### src/rtl/led_pkg.sv
// Shared constants and types for the LED trail fader.
// These are the default sizing values. The top module takes them as parameter defaults.
package led_pkg;

    localparam int N_LEDS  = 12;
    localparam int LVL_W   = 4;
    localparam int LVL_MAX = (1 << LVL_W) - 1;

    typedef logic [LVL_W-1:0] level_t;

endpackage

### src/rtl/rise_detect.sv
// Turns a level signal in the clk domain into a single-cycle strobe.
// 'rise' is the combinational edge for same-cycle use.
// 'pulse_q' is the registered copy for observation.
module rise_detect (
    input  logic clk,
    input  logic rst,
    input  logic in,
    output logic rise,
    output logic pulse_q
);

    logic prev_q;

    assign rise = in & ~prev_q;

    // Remember the previous level and register the strobe; reset wins over both.
    always_ff @(posedge clk) begin
        if (rst) begin
            prev_q  <= 1'b0;
            pulse_q <= 1'b0;
        end else begin
            prev_q  <= in;
            pulse_q <= rise;
        end
    end

endmodule

### src/rtl/led_trail_fader.sv
// Comet-trail fader placed between the bouncing-light stage and the LED pins.
// A lit LED is held at full brightness. Once it goes dark, its level is shifted
// down on every pattern step, and the level is shown through a shared PWM counter.
module led_trail_fader
    import led_pkg::*;
#(
    parameter int N_LEDS      = led_pkg::N_LEDS,
    parameter int LVL_W       = led_pkg::LVL_W,
    parameter int DECAY_SHIFT = 1,
    parameter int PWM_DIV     = 64
) (
    input  logic              clk,
    input  logic              rst,
    input  logic              step_clk,
    input  logic [N_LEDS-1:0] pattern_in,
    output logic [N_LEDS-1:0] led_out,
    output logic              step_pulse
);

    localparam int                 PRE_W    = (PWM_DIV > 1) ? $clog2(PWM_DIV) : 1;
    localparam logic [LVL_W-1:0]   LVL_FULL = {LVL_W{1'b1}};
    localparam logic [PRE_W-1:0]   PRE_LAST = PRE_W'(PWM_DIV - 1);

    logic              stepRise;
    logic [LVL_W-1:0]  level_q [N_LEDS];
    logic [LVL_W-1:0]  level_d [N_LEDS];
    logic [N_LEDS-1:0] ledOut_q;
    logic [N_LEDS-1:0] ledOut_d;
    logic [PRE_W-1:0]  prescale_q;
    logic [PRE_W-1:0]  prescale_d;
    logic [LVL_W-1:0]  pwmCnt_q;
    logic [LVL_W-1:0]  pwmCnt_d;
    logic              pwmTick;

    rise_detect u_step_rise (
        .clk     (clk),
        .rst     (rst),
        .in      (step_clk),
        .rise    (stepRise),
        .pulse_q (step_pulse)
    );

    // Prescaler wraps every PWM_DIV cycles. The PWM counter advances on each wrap.
    // When PWM_DIV is 1 the prescaler stays at 0 and the PWM counter advances on every cycle.
    always_comb begin
        prescale_d = prescale_q + 1'b1;
        pwmTick    = 1'b0;
        if (prescale_q == PRE_LAST) begin
            prescale_d = '0;
            pwmTick    = 1'b1;
        end
        pwmCnt_d = pwmTick ? (pwmCnt_q + 1'b1) : pwmCnt_q;
    end

    // Per-LED next state, in priority order:
    //   1. A lit pattern bit forces full brightness.
    //   2. Otherwise a step shifts the level down.
    //   3. Otherwise the level holds.
    // Full level is shown as solid on. Other levels are compared against the PWM counter.
    for (genvar i = 0; i < N_LEDS; i++) begin : g_led
        assign level_d[i]  = pattern_in[i] ? LVL_FULL
                           : (stepRise ? (level_q[i] >> DECAY_SHIFT) : level_q[i]);
        assign ledOut_d[i] = (level_q[i] == LVL_FULL) | (level_q[i] > pwmCnt_q);
    end

    // Register the levels, the PWM timebase and the LED drive; reset clears the whole trail.
    always_ff @(posedge clk) begin
        if (rst) begin
            for (int i = 0; i < N_LEDS; i++) begin
                level_q[i] <= '0;
            end
            prescale_q <= '0;
            pwmCnt_q   <= '0;
            ledOut_q   <= '0;
        end else begin
            for (int i = 0; i < N_LEDS; i++) begin
                level_q[i] <= level_d[i];
            end
            prescale_q <= prescale_d;
            pwmCnt_q   <= pwmCnt_d;
            ledOut_q   <= ledOut_d;
        end
    end

    assign led_out = ledOut_q;

endmodule

### config.mk
export PLATFORM = sky130hd
export DESIGN_NAME = led_trail_fader
export DESIGN_NICKNAME = d
export VERILOG_FILES = /design/src/rtl/led_pkg.sv /design/src/rtl/rise_detect.sv /design/src/rtl/led_trail_fader.sv
export SDC_FILE = /design/constraint.sdc
export NUM_CORES = 1
export LEC_CHECK = 0
export BUFFER_PORTS_ARGS = -buffer_cell sky130_fd_sc_hd__clkbuf_2
export CAP_MARGIN = 20
export CELL_PAD_IN_SITES_DETAIL_PLACEMENT = 0
export CELL_PAD_IN_SITES_GLOBAL_PLACEMENT = 1
export CORE_UTILIZATION = 35
export CTS_BUF_LIST = sky130_fd_sc_hd__clkbuf_16
export CTS_CLUSTER_SIZE = 10
export DETAILED_ROUTE_END_ITERATION = 6
export HOLD_SLACK_MARGIN = 0.12
export PLACE_DENSITY_LB_ADDON = 0.1
export RECOVER_POWER = 100
export SKIP_LAST_GASP = 1
export SLEW_MARGIN = 15
export SYNTH_ARGS = -nofsm -noshare
export SYNTH_HDL_FRONTEND = slang
export SYNTH_SLANG_ARGS = --single-unit
### constraint.sdc
create_clock -name clk -period 1.9 [get_ports clk]
set_clock_uncertainty 0.1 [all_clocks]
set_input_delay 0.095 -clock clk [delete_from_list [all_inputs] [get_ports clk]]
set_output_delay 0.095 -clock clk [all_outputs]
set_load 0.01 [all_outputs]
=== Word level (Yosys, flattened, before mapping) ===
Memories as Yosys holds them, arrays and structs flattened.
Cells that the tools add are included.

* Flip-flop bits (word level): 24
* RAM bits: 48
* Bits of input ports: 15
* Output and inout bits: 13
* Logic and storage cells: 100
* Memories kept: 1

* Add/subtract/negate cells: 2
* Magnitude comparators: 12
* Equality and inequality tests: 13
* Multiplexer cells: 40
* Bitwise gates (word level): 26
* Reductions and logical operators: 1

{| class="wikitable"
|+ Memories
! memory !! words !! width !! read ports !! clocked after memory_dff !! wr ports !! line !! source
|-
| level_q || 12 || 4 || 12 || 0 || 12 || led_trail_fader.sv:25 || <nowiki>logic [LVL_W-1:0] level_q [N_LEDS];</nowiki>
|}

{| class="wikitable"
|+ Operators by type and width
! kind !! number
|-
| $mux W4 || 36
|-
| $eq A4 B4 Y1 const B || 12
|-
| $gt A4 B4 Y1 || 12
|-
| $or A1 B1 Y1 || 24
|-
| $add A6 B1 Y6 const B || 1
|-
| $eq A6 B6 Y1 const B || 1
|-
| $add A4 B1 Y4 const B || 1
|-
| $mux W1 || 4
|-
| $reduce_or A2 Y1 || 1
|-
| $and A1 B1 Y1 || 1
|-
| $not A1 Y1 || 1
|}

=== Depth between registers and ports, before layout ===
* Depth after elaboration: 5
* Mapped depth: 5
* Depth with buffers taken out: 5

=== Modules after synthesis ===
A second synthesis with hierarchy kept.

* Cells, all modules: 404
* Area total of the unflattened synthesis: 3713.6 um2

{| class="wikitable"
|+ Modules (own cells, without submodules)
! module !! instances !! cells each !! area an instance (um2) !! sequential area each (um2)
|-
| led_trail_fader || 1 || 399 || 3648.5 || 1401.3
|-
| rise_detect || 1 || 5 || 65.1 || 40.0
|}

=== Worst setup path before layout ===
Ideal clock, no wire load.

* Path type: register -> register
* From: reg pwmCnt_q[0]
* To: reg pwmCnt_q[2]
* Library setup time: 0.121 ns
* Data arrival time: 1.331 ns
* Data required time: 1.679 ns
* Setup slack: 0.348 ns
* Stages on the path, launching flop included: 5
* Buffers on the path: 0
* Period minus slack after synthesis: 1.552 ns
* Cell sequence: dfxtp_1 -> ha_1 -> inv_1 -> nor3_1 -> mux2_2

* Longest elaborated chain between the ends: 1

{| class="wikitable"
|+ Ends and longest elaborated chain
! item !! line !! source
|-
| from (decl) || led_trail_fader.sv:31 || <nowiki>logic [LVL_W-1:0] pwmCnt_q;</nowiki>
|-
| from (signal assigned) || led_trail_fader.sv:80 || <nowiki>pwmCnt_q <= pwmCnt_d;</nowiki>
|-
| $add A4 B1 Y4 || led_trail_fader.sv:52 || <nowiki>pwmCnt_d = pwmTick ? (pwmCnt_q + 1'b1) : pwmCnt_q;</nowiki>
|}

No other way between the ends.
A chain may end at the register's enable or synchronous reset.

=== Worst setup path in the final report ===
* From: reg pwmCnt_q[1]
* To: reg ledOut_q[8], in the netlist led_out[8]

* Longest elaborated chain between the ends: 2

{| class="wikitable"
|+ Ends and longest elaborated chain
! item !! line !! source
|-
| $gt A4 B4 Y1 || led_trail_fader.sv:63 || <nowiki>assign ledOut_d[i] = (level_q[i] == LVL_FULL) | (level_q[i] > pwmCnt_q);</nowiki>
|-
| $or A1 B1 Y1 || led_trail_fader.sv:63 ||
|-
| to (signal assigned) || led_trail_fader.sv:81 || <nowiki>ledOut_q <= ledOut_d;</nowiki>
|-
| to (decl) || led_trail_fader.sv:27 || <nowiki>logic [N_LEDS-1:0] ledOut_q;</nowiki>
|}

No other way between the ends.

==> impl_metrics.toml <==
[clock_network]
cts_max_level = 3
postCtsSetupBuffers = 0
cts-buffers-inserted = 9
path_clk_slew_ns = 0.06
cts_sinks = 72
clock_latency_ns = 0.33
root_buffer = "clkbuf_16"
cts_resized = 0
cts_buffer_depth = 2
cts_tree = "yes"

[worst_setup_path]
path_max_fanout = 12
critical_path_class = "reg -> reg"
path_cells = "inv_1 > ha_1 > nor2b_1 > o211ai_1 > a211oi_1"
rr_worst_depth = 5
rr_startpoint = "pwmCnt_q[1]$_SDFFE_PP0N_"
cp_top_family = "buffers and inverters"
crit_path_end_kind = "flop"
reg2reg_slack_ns = 0.18
path_buf_inv = 1
slowest_stage = "inv_1"
slowest_delay_ns = 0.42
startpoint_type = "flop"
worstReg2RegEnd = "led_out[8]$_SDFF_PP0_"
required_ns = 1.99
crit_arrival_ns = 1.81

[logic_synthesis]
synth_cell_types = 30
avgSynthCellArea_um2 = 8.70
syn_area_mm2 = 0.00364
synth-seq-cells = 72
syn-instance-count = 419
async_flop_share = 0
seq_area_frac_synth = 0.396
synth.top_cell.area_share = 0.396
syn_nets = 484
ys_warn_count = 0
synth.area.top_cells = "dfxtp_1 40%, ha_1 17%, nand2_1 7.6%"
synth_flop_cell = "dfxtp_1"
synth_edf_count = 0
netlist.top_cell.by_area = "dfxtp_1"

[power_and_ir_drop]
power_density_mw_per_mm2 = 908
leakage_nw = 1.81
combPwrFrac = 0.119
clkPwrFrac = 0.446
vdd_drop_max_mv = 0.409
seqPwrFrac = 0.435
internal-power_w = 0.00298
p_switching_w = 0.000979
netSwitchingFraction = 0.247

[routing]
wl_per_cell_um = 13.8
post-route-drc-count = 0
first_iter_violations = 141
drt_wl_total_mm = 8.27
via_per_inst = 5.13
vias = 3071
ant_nets = 0
dr.pass1.iters = 4

[sta]
finalCritPeriodShare = 0.905
rsz0062_at_grt = "false"
setup_viol = 0
post-route-min-period_ns = 1.72
layout_setup_ws_ns = 0.180
final_max_slew_viol_count = 0
maxSlewHeadroom = 0.512
hold_viol = 0
tns_ns = 0
worst_pin_slew_ns = 0.732
clock.fmax_ghz = 0.581

[min_path]
holdPathEnd = "u_step_rise.pulse_q$_SDFF_PP0_"
whs_path_depth = 1
hold_class = "reg -> reg"
hp-start = "u_step_rise.prev_q$_SDFF_PP0_"

[grt]
grt_max_degree = 37
overflow = 0
grt_pass1_wl_mm = 14.1
antenna_found_initial = 0
grt_pass1_vias = 2912
grtUsageTotal = 0.161

[finish]
diodes = 0
area_delta_synth_final_pct = 19.8
final_cell_mix = "74 x nand2_1, 72 x dfxtp_1, 50 x ha_1, 36 x a31oi_1, 29 x nor2_1"
final_nets = 526
seqCellArea_mm2 = 0.00144
multi_input_area_mm2 = 0.00202
layout_commonest_cell = "nand2_1"
fillers = 975
drive_above_1_share = 0.0794

[die]
coreArea_mm2 = 0.00991
fp.dieArea_mm2 = 0.0108
row_count = 36
ios = 28
die_w_um = 104
start_util = 0.368
die_height_um = 104

[placed_design]
routabilityCongestion = 0.705
dpl.hpwl_mm = 5.44
io_buffers = 27
dp_slack_ns = 0.136

[run_status]
status = "complete, no violations"

[flow_run]
cap_violations = 0
-- cell families after synthesis --
family / count (synthesis) / share of synthesized area
buf+inv: 45 / 0.0494
simple gates: 159 / 0.212
compound gates: 88 / 0.159
mux: 2 / 0.00584
flops: 72 / 0.396
fa+ha+maj: 50 / 0.172
xor+xnor: 3 / 0.00721
-- through the flow --
step                utilization  instances  hold slack [ns]  instance area (um^2)  power, W
finish                    0.440        599            0.365                  4360   0.00396
CTS                       0.443        599            0.368                  4390   0.00404
global route              0.440        599            0.382                  4360   0.00417
floorplan                     -        419           0.0741                  3640   0.00206
global placement          0.398        569            0.217                  3940   0.00221
detailed placement        0.398        569            0.226                  3940   0.00222
-- repair_timing --
action                                  4_1_cts  5_1_grt
endpoints found under the hold margin        56        0
endpoints found under the setup margin        0        0
hold buffers                                 14        0
-- area by class of cell --
type | instances | share of cell area
clock buffer | 9 | 0.0516
timing repair buffer | 48 | 0.0734
tap | 133 | 0.0381
sequential | 72 | 0.330
multi-input combinational | 302 | 0.463
inverter | 28 | 0.0241
clock inverter | 7 | 0.0198
-- sequential cells by signal (all words and copies together), names as in the netlist --
signal and count:
u_step_rise.prev_q 1, pwmCnt_q 4, u_step_rise.pulse_q 1, led_out 12, prescale_q 6, level_q 48
-- per-layer routing --
layer	global-route usage	up-vias	wire, um	share of wire
met4	0.0643	0	123	0.015
li1	-	1599	-	-
met5	0	-	0	0
met1	0.220	1414	4300	0.52
met3	0.0269	9	228	0.028
met2	0.252	49	3610	0.44
-- power by group through the flow --
stage          Combinational (W)  Sequential (W)  Clock, W
2_1_floorplan           0.000321         0.00174         0
6_report                0.000470         0.00172   0.00177
5_1_grt                 0.000546         0.00174   0.00188
4_1_cts                 0.000485         0.00173   0.00183
3_3_place_gp            0.000444         0.00176         0
3_5_place_dp            0.000460         0.00176         0
-- cells in the mapped netlist (9+ instances only) --
cell      instances
a211oi_1         24
a21oi_1          14
a31oi_1          36
and4_1           12
buf_2             9
dfxtp_1          72
ha_1             50
inv_1            28
nand2_1          74
nand4_1          12
nor2_1           29
nor2b_1          15
o211ai_1         12
-- how the worst max path moves through the flow --
stage	from	end	slack, ns	cells past startpoint
2_1_floorplan	pwmCnt_q[0]$_SDFFE_PP0N_	pwmCnt_q[2]$_SDFFE_PP0N_	0.35	4
3_3_place_gp	pwmCnt_q[1]$_SDFFE_PP0N_	led_out[10]$_SDFF_PP0_	0.18	5
3_5_place_dp	pwmCnt_q[1]$_SDFFE_PP0N_	led_out[10]$_SDFF_PP0_	0.14	5
4_1_cts	pwmCnt_q[1]$_SDFFE_PP0N_	led_out[10]$_SDFF_PP0_	0.12	5
5_1_grt	pwmCnt_q[1]$_SDFFE_PP0N_	led_out[6]$_SDFF_PP0_	0.05	5
6_report	pwmCnt_q[1]$_SDFFE_PP0N_	led_out[8]$_SDFF_PP0_	0.18	5
(Power assumes the default switching activity.)
